$ cat src/rtl/icache_refill_ctrl.sv
// Tag/valid store and in-order miss-refill sequencer for a direct-mapped instruction cache.
// Hit/stall are combinational; refill walks REQ -> FILL -> DONE, with fence.i flush support.
module icache_refill_ctrl #(
    parameter int NUM_LINES  = 16,
    parameter int LINE_WORDS = 4,
    localparam int IB = $clog2(NUM_LINES),
    localparam int WB = $clog2(LINE_WORDS)
) (
    input  logic          clock,
    input  logic          reset,
    input  logic          f_req,
    input  logic [31:0]   f_addr,
    output logic          f_hit,
    output logic          f_stall,
    input  logic          flush,
    output logic          mem_req,
    output logic [31:0]   mem_addr,
    input  logic          mem_ack,
    input  logic          mem_rvalid,
    input  logic [31:0]   mem_rdata,
    output logic          dw_en,
    output logic [IB-1:0] dw_index,
    output logic [WB-1:0] dw_word,
    output logic [31:0]   dw_data,
    output logic          busy
);

    localparam int TW = 32 - IB - WB - 2;
    localparam logic [WB-1:0] LAST_WORD = WB'(LINE_WORDS - 1);

    typedef enum logic [1:0] {
        S_IDLE = 2'd0,
        S_REQ  = 2'd1,
        S_FILL = 2'd2,
        S_DONE = 2'd3
    } state_t;

    state_t                state_q, state_d;
    logic [NUM_LINES-1:0]  valid_q, valid_d;
    logic [TW-1:0]         tag_q [NUM_LINES];
    logic [TW-1:0]         tag_d [NUM_LINES];
    logic [IB-1:0]         miss_idx_q, miss_idx_d;
    logic [TW-1:0]         miss_tag_q, miss_tag_d;
    logic [WB-1:0]         cnt_q, cnt_d;
    logic                  pend_flush_q, pend_flush_d;
    logic [31:0]           mem_addr_q, mem_addr_d;

    logic [IB-1:0]         f_idx_s;
    logic [TW-1:0]         f_tag_s;
    logic                  unused_addr_bits_s;

    assign f_idx_s            = f_addr[WB+IB+1:WB+2];
    assign f_tag_s            = f_addr[31:WB+IB+2];
    assign unused_addr_bits_s = ^f_addr[WB+1:0];

    // Lookup and fetch-facing handshake.
    always_comb begin
        f_hit   = f_req & valid_q[f_idx_s] & (tag_q[f_idx_s] == f_tag_s) & (state_q == S_IDLE);
        f_stall = (state_q != S_IDLE) | (f_req & ~f_hit);
    end

    // Memory and data-array outputs; reset masks the strobes in the reset cycle itself.
    always_comb begin
        busy     = (state_q != S_IDLE);
        mem_req  = (state_q == S_REQ) & ~reset;
        mem_addr = mem_addr_q;
        dw_en    = (state_q == S_FILL) & mem_rvalid & ~reset;
        dw_index = miss_idx_q;
        dw_word  = cnt_q;
        dw_data  = mem_rdata;
    end

    // Next-state logic for the refill sequencer and the tag/valid store.
    always_comb begin
        state_d      = state_q;
        valid_d      = valid_q;
        tag_d        = tag_q;
        miss_idx_d   = miss_idx_q;
        miss_tag_d   = miss_tag_q;
        cnt_d        = cnt_q;
        pend_flush_d = pend_flush_q;
        mem_addr_d   = mem_addr_q;

        case (state_q)
            S_IDLE: begin
                if (flush) begin
                    // A miss coinciding with flush is dropped; fetch re-presents it.
                    valid_d = {NUM_LINES{1'b0}};
                end else if (f_req && !f_hit) begin
                    miss_idx_d = f_idx_s;
                    miss_tag_d = f_tag_s;
                    mem_addr_d = {f_addr[31:WB+2], {(WB+2){1'b0}}};
                    state_d    = S_REQ;
                end else begin
                    state_d = S_IDLE;
                end
            end
            S_REQ: begin
                if (flush) begin
                    pend_flush_d = 1'b1;
                end else begin
                    pend_flush_d = pend_flush_q;
                end
                if (mem_ack) begin
                    cnt_d   = {WB{1'b0}};
                    state_d = S_FILL;
                end else begin
                    state_d = S_REQ;
                end
            end
            S_FILL: begin
                if (flush) begin
                    pend_flush_d = 1'b1;
                end else begin
                    pend_flush_d = pend_flush_q;
                end
                if (mem_rvalid) begin
                    cnt_d = cnt_q + WB'(1);
                    if (cnt_q == LAST_WORD) begin
                        tag_d[miss_idx_q] = miss_tag_q;
                        state_d           = S_DONE;
                    end else begin
                        state_d = S_FILL;
                    end
                end else begin
                    state_d = S_FILL;
                end
            end
            S_DONE: begin
                // A flush seen during the refill (or right now) wins over validating the line.
                if (pend_flush_q || flush) begin
                    valid_d = {NUM_LINES{1'b0}};
                end else begin
                    valid_d[miss_idx_q] = 1'b1;
                end
                pend_flush_d = 1'b0;
                state_d      = S_IDLE;
            end
            default: begin
                state_d = S_IDLE;
            end
        endcase
    end

    // Control state, valid bits and refill bookkeeping.
    always_ff @(posedge clock) begin
        if (reset) begin
            state_q      <= S_IDLE;
            valid_q      <= {NUM_LINES{1'b0}};
            miss_idx_q   <= {IB{1'b0}};
            miss_tag_q   <= {TW{1'b0}};
            cnt_q        <= {WB{1'b0}};
            pend_flush_q <= 1'b0;
            mem_addr_q   <= 32'd0;
        end else begin
            state_q      <= state_d;
            valid_q      <= valid_d;
            miss_idx_q   <= miss_idx_d;
            miss_tag_q   <= miss_tag_d;
            cnt_q        <= cnt_d;
            pend_flush_q <= pend_flush_d;
            mem_addr_q   <= mem_addr_d;
        end
    end

    // Tag storage carries no reset; entries are qualified by valid_q.
    always_ff @(posedge clock) begin
        tag_q <= tag_d;
    end

endmodule

$ cat config.mk
export PLATFORM = sky130hd
export DESIGN_NAME = icache_refill_ctrl
export DESIGN_NICKNAME = d
export VERILOG_FILES = /design/src/rtl/icache_refill_ctrl.sv
export SDC_FILE = /design/constraint.sdc
export NUM_CORES = 1
export LEC_CHECK = 0
export ABC_CLOCK_PERIOD_IN_PS = 7500
export CORE_ASPECT_RATIO = 1.25
export CORE_MARGIN = 4
export CORE_UTILIZATION = 50
export DETAILED_ROUTE_END_ITERATION = 6
export PLACE_DENSITY = 0.7
export SYNTH_ARGS = -nofsm -noshare
export SYNTH_HDL_FRONTEND = slang
export SYNTH_SLANG_ARGS = --single-unit
$ cat constraint.sdc
create_clock -name clock -period 7.5 [get_ports clock]
set_input_delay 1.125 -clock clock [delete_from_list [all_inputs] [get_ports clock]]
set_output_delay 1.125 -clock clock [all_outputs]
set_load 0.01 [all_outputs]
After elaboration in Yosys (flattened, before gate mapping)

Cells that the tools add are included.

Register bits after elaboration: 461
Input port bits: 70
Output and inout bits: 75
Logic and storage cells: 94

Add/sub/neg operators: 1
Order comparisons: 6
Eq/ne operators: 10
Mux-type cells: 24
Bitwise operators: 14
Reductions and logical operators: 16

Operators with widths:

| cell                                                                                 | count |
|---|---|
| 384-bit bitwise mux                                                                  | 1 |
| 24-bit binary-select mux with 4-bit select                                           | 1 |
| 24-bit demux with 4-bit select                                                       | 1 |
| 24-bit two-way mux                                                                   | 3 |
| 16-bit two-way mux                                                                   | 2 |
| 16-bit case mux with 2 select lines                                                  | 1 |
| 24-bit == test                                                                       | 1 |
| 16-bit OR                                                                            | 1 |
| 5-bit greater-or-equal comparator (second input constant)                            | 2 |
| 4-bit by 5-bit < comparator with 1-bit output (second input constant)                | 2 |
| 2-bit two-way mux                                                                    | 5 |
| 4-bit NOT with 5-bit output                                                          | 2 |
| 3-bit AND reduction                                                                  | 3 |
| 2-bit != test (second input constant)                                                | 4 |
| 2-bit case mux with 4 select lines                                                   | 1 |
| 2-bit nonzero test                                                                   | 4 |
| 1-bit bitwise AND                                                                    | 7 |
| 2-bit == test (second input constant)                                                | 3 |
| 5-bit by 1-bit < comparator with 1-bit output (second input constant)                | 1 |
| 1-bit two-way mux                                                                    | 5 |
| 1-bit binary-select mux with 4-bit select                                            | 1 |
| 1-bit demux with 4-bit select                                                        | 1 |
| 4-bit by 1-bit greater-or-equal comparator with 1-bit output (second input constant) | 1 |
| 2-bit case mux with 2 select lines                                                   | 1 |
| 12 further kinds                                                                     | 17 |

Logic depth before layout (Yosys ltp)

Gate-level depths: netlist of the first run.

Word-level depth: 12
Mapped depth: 16

Least setup slack after synthesis of the first run

Ideal clock, no wire load.

Path type: input -> output
Start: input port f_addr[5]
End: output port f_stall
Arrival: 3.750 ns
Data required time: 6.375 ns
Setup slack: 2.625 ns
Cell stages on the path: 15
Cells stage by stage: buf_2 buf_2 buf_2 buf_2 buf_2 mux4_2 mux2i_1 xor2_1 nor2_1 nor3_1 and4_4 buf_6 buf_6 nand2_1 a21o_1

Longest elaborated chain between the ends: 10

Ends and longest elaborated chain:

| what                                                  | line | source |
|---|---|---|
| start: declaration                                    | 12   | `input logic [31:0] f_addr,` |
| 4-bit NOT with 5-bit output (not written as such)     | 58   | `f_hit = f_req & valid_q[f_idx_s] & (tag_q[f_idx_s] == f_tag_s) & (state_q == S_IDLE);` |
| 24-bit binary-select mux with 4-bit select            | 58   |  |
| 24-bit two-way mux (not written as such) (2 in a row) | 58   |  |
| 24-bit == test                                        | 58   |  |
| 1-bit bitwise AND * (2 in a row)                      | 58   |  |
| 1-bit NOT *                                           | 59   | `f_stall = (state_q != S_IDLE) \| (f_req & ~f_hit);` |
| 1-bit bitwise AND *                                   | 59   |  |
| 1-bit OR *                                            | 59   |  |
| end: declaration                                      | 14   | `output logic f_stall,` |

Every way passes the cells marked *; elsewhere a longest branch is shown, timed or not. The select of a mux whose other input is x is not followed.

Worst setup path after layout of the first run

Start: input port f_addr[4]
End: output port f_hit

Longest elaborated chain between the ends: 7

Ends and longest elaborated chain:

| what                                                  | line | source |
|---|---|---|
| 4-bit NOT with 5-bit output (not written as such)     | 58   |  |
| 24-bit binary-select mux with 4-bit select            | 58   |  |
| 24-bit two-way mux (not written as such) (2 in a row) | 58   |  |
| 24-bit == test                                        | 58   |  |
| 1-bit bitwise AND * (2 in a row)                      | 58   |  |
| end: declaration                                      | 13   | `output logic f_hit,` |

Marks and branches as above.

==> flow_summary_export.csv, run 1 <==
group,metric,value,unit
placement,gp_congestion,0.805,
critical_path,cp.required,6.38,ns
critical_path,worstPathArrival,4.93,ns
die,die_h,223,um
sta,finalSetupViolCount,0,
grt,grt_overflow,0,
grt,track_usage,0.210,
critical_path,cp_cell_sequence,"buf_6 > buf_4 > mux4_2 > nand2b_1 > a22oi_1 > xnor2_1 > nor4_1 > nand2_1 > nor4b_1 > clkdlybuf4s50_1",
critical_path,r2r_cells,9,
pwr,p_sw,1150,uW
yosys,syn_area,0.0185,mm2
sta,max_slew_margin,0.206,
finish,syn2layout_area_growth,11.8,%
pwr,p_leak,0.00679,uW
critical_path,crit_path_top_delay_cell,"nor4b_1",
finish,drive_gt1_frac,0.145,
cts,cts_inserted_buffers,41,
sta,fin_crit,6.05,ns
hold_path,hold-path-cell-count,2,
placement,port_buffers,72,
grt,grt_pass1_vias,10500,
placement,dp_hpwl,23.8,mm
critical_path,r2r_slack,4.00,ns
finish,regArea,0.0125,mm2
route,via_per_inst,6.06,
sta,rsz0062_at_grt,"false",
pwr,p_clk_frac,0.394,
route,drt_iter0_drc,941,
finish,antenna_cells,0,
cts,postCtsSetupRepairBufs,0,
hold_path,hp-start,"valid_q[3]",
critical_path,critPathTopFamily,"buffers and inverters",
route,dr.pass1.iters,7,
critical_path,timing.rr.start,"tag_q[210]",
pwr,p_int,4030,uW
route,routed_wl,43.1,mm
yosys,ys_warn_count,0,
pwr,seqPwrFrac,0.534,
cts,cts-root-buf,"clkbuf_16",
route,drc_errors,0,
critical_path,slowest_delay,0.73,ns
pwr,comb_power_share,0.073,
yosys,yosys-top-cells-area,"edfxtp_1, mux4_2, dfxtp_1, mux2i_1, buf_4",
critical_path,cp_max_fo,31,
cts,cts_tree,"yes",
yosys,yosysTopAreaCell,"edfxtp_1",
yosys,yosysUniqueCellTypes,62,
cts,clk_pin_slew_worst_paths,0.06,ns
cts,cts.repair.resized,0,
critical_path,worst-path-buf-inv,3,
pwr,power.total,5180,uW
yosys,async_flop_share,0,
pwr,ir_drop,0.209,mV
die,core,0.0364,mm2
pwr,p_per_area,251,mW/mm2
cts,clk_latency,0.53,ns
sta,hold_viol,0,
yosys,synth_top_area_frac,0.625,
cts,clockBufferDepth,3,
hold_path,min_path_type,"register to register",
die,std_cell_rows,78,
grt,grt_max_degree,66,
pwr,netSwitchingFraction,0.222,
yosys,synth-main-ff-cell,"edfxtp_1",
finish,fin_nets,1247,
yosys,avgSynthCellArea,16.1,um2
finish,nFillCells,2736,
die,start_util,0.507,
yosys,syn_inst,1146,
route,wire_per_inst,25.6,um
route,final_antenna_net_count,0,
yosys,ys_seq_elements,433,
die,die-area,0.0401,mm2
sta,slew_viol_final,0,
critical_path,worstSetupPathType,"primary input to output port",
finish,multi_input_area,0.00530,mm2
cts,ctsHoldBuffers,0,
grt,antenna_found_initial,0,
yosys,synth_edf_count,384,
sta,min_period_over_period,0.807,
critical_path,setup.worst_path.start_class,"primary input",
critical_path,end_kind,"output port",
run_status,status,"finished, final reports clean",
sta,tightestPinTransition,1.19,ns
sta,fmax,165,MHz
die,boundaryPins,145,
grt,grt_pass1_wl,64.3,mm
yosys,ys_seq_area_frac,0.678,
flow_run,cap_violations,0,
sta,fin_skew,0.00890,ns
cts,cts_max_level,2,
route,dr_total_vias,10200,
die,fp.dieW,180,um
sta,setup_tns,0,ns
cts,numClockSinks,433,
critical_path,r2r_end,"miss_tag_q[16]",
hold_path,hold_path_end,"valid_q[3]",
-- worst max path at each step --
stage                         start       to  slack (ns)  depth (start not counted)
after global routing      f_addr[4]    f_hit        1.25                         10
final                     f_addr[4]    f_hit        1.45                         10
after global placement    f_addr[4]    f_hit        1.50                         10
after CTS                 f_addr[4]    f_hit        1.47                         10
after floorplan           f_addr[5]  f_stall        2.63                         15
after detailed placement  f_addr[4]    f_hit        1.52                         10
-- per-stage QoR --
stage / util / cells / cell area, um2 / setup slack [ns] / hold WS, ns
after floorplan: - / 1149 / 18500 / 2.63 / 0.431
after global placement: 0.531 / 1609 / 19300 / 1.50 / 0.443
after detailed placement: 0.531 / 1609 / 19300 / 1.52 / 0.456
after CTS: 0.567 / 1684 / 20600 / 1.47 / 0.469
after global routing: 0.567 / 1684 / 20600 / 1.25 / 0.487
final: 0.567 / 1684 / 20600 / 1.45 / 0.469
-- worst min-delay path, delay by kind of cell, from the launching register on --
kind | cells | cell delay, ns
flops | 1 | 0.32
simple gates | 1 | 0.07
compound gates | 1 | 0.04
-- state kept, by name, summed over array words and instances, names as in the netlist, named ones only --
signal / cells
mem_addr: 1
valid_q: 16
dw_word: 2
dw_index: 3
state_q: 1
pend_flush_q: 1
tag_q: 384
miss_tag_q: 24
-- layout make-up --
cell class,count,share of cell area
Sequential cell,433,0.606
Multi-Input combinational cell,600,0.257
Clock buffer,59,0.0575
Timing Repair Buffer,90,0.0429
Tap cell,480,0.0291
Clock inverter,16,0.00619
Inverter,6,0.00109
-- power groups by stage --
stage	registers, uW	clock network [uW]	logic (uW)
2_1_floorplan	2790	0	260
3_3_place_gp	2810	0	371
3_5_place_dp	2810	0	376
4_1_cts	2760	2060	379
5_1_grt	2770	2150	404
6_report	2760	2040	376
-- cell usage after synthesis, drive strengths merged, types with 3 or more instances --
cell and number:
and2 3, buf 81, a31oi 6, nor4 4, nand4 6, a311o 28, o22ai 5, nand2b 22
xnor2 23, xor2 8, a22oi 20, a211oi 4, nand3 8, clkbuf 29, nor3 7, a21oi 24
inv 6, nor2b 37, edfxtp 384, or2 4, a221oi 16, o21ai 62, dfxtp 49, nand3b 29
nand2 27, mux2i 78, mux4 69, ha 5, nor2 76
-- layout by cell type, fill, tap and decap left out, drive strengths merged, types with 16 or more instances in the layout --
cell	synthesis	layout
o21ai	62	62
a21oi	24	24
dfxtp	49	49
xnor2	23	23
nand2	27	27
clkdlybuf4s50	0	68
a311o	28	28
clkbuf	29	59
edfxtp	384	384
mux2i	78	78
nor2	76	76
a22oi	20	20
nand3b	29	29
mux4	69	69
a221oi	16	16
buf	81	22
nor2b	37	37
nand2b	22	22
-- kinds of logic after synthesis --
family	count (synthesis)	synth area share
multiplexers	148	0.127
other	1	0.000203
flip-flops	433	0.678
XOR/XNOR	31	0.0147
adder cells (fa/ha/maj)	5	0.00339
AO/OA/AOI/OAI	180	0.0680
buffers and inverters	116	0.0415
AND/OR/NAND/NOR	232	0.0670
-- metal layers --
layer	track usage	share of wire
met1	0.272	0.40
met2	0.361	0.50
met3	0.0339	0.062
met4	0.0757	0.036
met5	0	0
(Power assumes the default switching activity.)
==> inputs of run 2 (changes only) <==
Settings changed: ABC_CLOCK_PERIOD_IN_PS 7500 to 5660.
Clock period 7.5 ns to 5.66 ns, I/O delays scaled along.
==> run 2 against run 1 <==
First-iteration DRC count is 3.7% higher. Largest cell class unchanged. Sequential power rose by 33%. Core utilization grew 0.63 points. Largest power group unchanged. Final cell count increased by 1.6%. Highest routed layer unchanged. Clock skew rose by 0.0076 ns. Cell area up 1.1%.
==> flow_summary_export.csv, run 2 (synthesized netlist as in run 1, its figures left out) <==
group,metric,value,unit
run_status,status,"finished, final reports clean",
route,final_antenna_net_count,0,
grt,grt_pass1_wl,65.0,mm
critical_path,worst-path-buf-inv,3,
critical_path,critPathTopFamily,"simple AND/OR/NAND/NOR gates",
sta,slew_viol_final,0,
critical_path,setup.worst_path.start_class,"primary input",
sta,fmax,190,MHz
die,core,0.0364,mm2
sta,rsz0062_at_grt,"false",
cts,postCtsSetupRepairBufs,0,
cts,cts_max_level,2,
cts,cts.repair.resized,0,
critical_path,cp_common_cell,"buf_4",
placement,port_buffers,72,
sta,setup_tns,0,ns
cts,numClockSinks,433,
finish,top_regs,"tag_q x384, miss_tag_q x24, valid_q x16",
cts,cts-root-buf,"clkbuf_16",
hold_path,hold-path-cell-count,2,
sta,tightestPinTransition,1.17,ns
pwr,p_leak,0.00694,uW
route,wire_per_inst,25.5,um
cts,ctsHoldBuffers,0,
route,drc_errors,0,
grt,grt_max_degree,66,
critical_path,r2r_cells,9,
die,die-area,0.0401,mm2
critical_path,crit_path_top_delay_cell,"nor4b_1",
route,via_per_inst,6.04,
sta,finalSetupViolCount,0,
flow_run,cap_violations,0,
grt,grt_pass1_vias,10500,
critical_path,worstPathArrival,4.41,ns
placement,gp_congestion,0.795,
critical_path,cp_cell_sequence,"buf_4 > nor2_1 > buf_4 > a221oi_1 > a22oi_1 > xnor2_1 > nor4_1 > nand2_1 > nor4b_1 > clkdlybuf4s50_1",
cts,cts_tree,"yes",
critical_path,end_kind,"output port",
finish,drive_gt1_frac,0.167,
cts,clk_latency,0.55,ns
placement,pre_cts_ws,0.489,ns
hold_path,min_path_type,"register to register",
critical_path,slowest_delay,0.66,ns
sta,fin_crit,5.26,ns
finish,mostFrequentLayoutCells,"edfxtp_1, mux2i_1, mux4_2, clkdlybuf4s50_1, nor2_1",
finish,mostFrequentLayoutCell,"edfxtp_1",
critical_path,cp_max_fo,34,
sta,min_period_over_period,0.929,
route,dr_total_vias,10300,
cts,clk_pin_slew_worst_paths,0.06,ns
cts,cts_inserted_buffers,44,
route,routed_wl,43.6,mm
finish,regMostFlops,"tag_q",
die,die_h,223,um
finish,syn2layout_area_growth,13.1,%
critical_path,worstSetupPathType,"primary input to output port",
finish,antenna_cells,0,
placement,dp_hpwl,25.6,mm
sta,max_slew_margin,0.216,
cts,clockBufferDepth,3,
die,boundaryPins,145,
grt,track_usage,0.213,
pwr,ir_drop,0.245,mV
critical_path,cp.required,4.81,ns
sta,hold_viol,0,
sta,fin_skew,0.0165,ns
die,start_util,0.507,
finish,fin_nets,1271,
pwr,p_per_area,333,mW/mm2
die,std_cell_rows,78,
finish,largest_reg_flops,384,
route,dr.pass1.iters,5,
grt,antenna_found_initial,0,
sta,setup_slack,0.403,ns
critical_path,path_depth,10,
route,drt_iter0_drc,976,
grt,grt_overflow,0,
die,fp.dieW,180,um
[run 2: cell count changes in the layout (fill, tap and decap cells not counted), sizes merged]
cell / change
buf: +21
inv: +2
clkinv: +8
clkbuf: -3
clkinvlp: -1
[run 2: final timing paths]
kind / from / endpoint / slack, ns
setup / recovery: f_addr[6] / f_hit / 0.40
hold / removal: valid_q[3] / valid_q[3] / 0.47
setup reg to reg: tag_q[116] / dw_index[1] / 2.12
hold reg to reg: valid_q[3] / valid_q[3] / 0.47
[run 2: worst min-delay path, delay by kind of cell (launching register included)]
family | cells | cell delay (ns)
AO/OA/AOI/OAI | 1 | 0.04
flip-flops | 1 | 0.32
AND/OR/NAND/NOR | 1 | 0.07
[run 2: where the power goes]
part	leakage (uW)	switching (uW)	internal, uW
logic	0.00231	277	239
registers	0.00393	107	3560
clock network	0.000688	1180	1580
[run 2: layout make-up]
| cell class | count | area (um2) |
|---|---|---|
| fillers | 2763 | 15500 |
| flip-flops and latches | 433 | 12500 |
| multi-input cells | 600 | 5310 |
| clock buffers | 56 | 1190 |
| repair buffers | 111 | 1050 |
| well taps | 480 | 601 |
| clock inverters | 25 | 180 |
| inverters | 6 | 22.5 |
[run 2: stage by stage]
stage	power [uW]	cell area [um2]	utilization	hold WS (ns)	cells
3_5_place_dp	4240	19500	0.536	0.457	1630
6_report	6940	20900	0.573	0.470	1711
3_3_place_gp	4230	19500	0.536	0.442	1630
5_1_grt	7150	20900	0.573	0.490	1711
2_1_floorplan	4040	18500	-	0.431	1149
4_1_cts	6970	20900	0.573	0.470	1711
[run 2: per-layer routing]
| layer | global-route usage | vias up | routed length [um] |
|---|---|---|---|
| met5 | 0 | - | 0 |
| met4 | 0.0625 | 0 | 1030 |
| met3 | 0.0300 | 81 | 2540 |
| met2 | 0.372 | 413 | 22700 |
| met1 | 0.280 | 5264 | 17300 |
| li1 | - | 4570 | - |
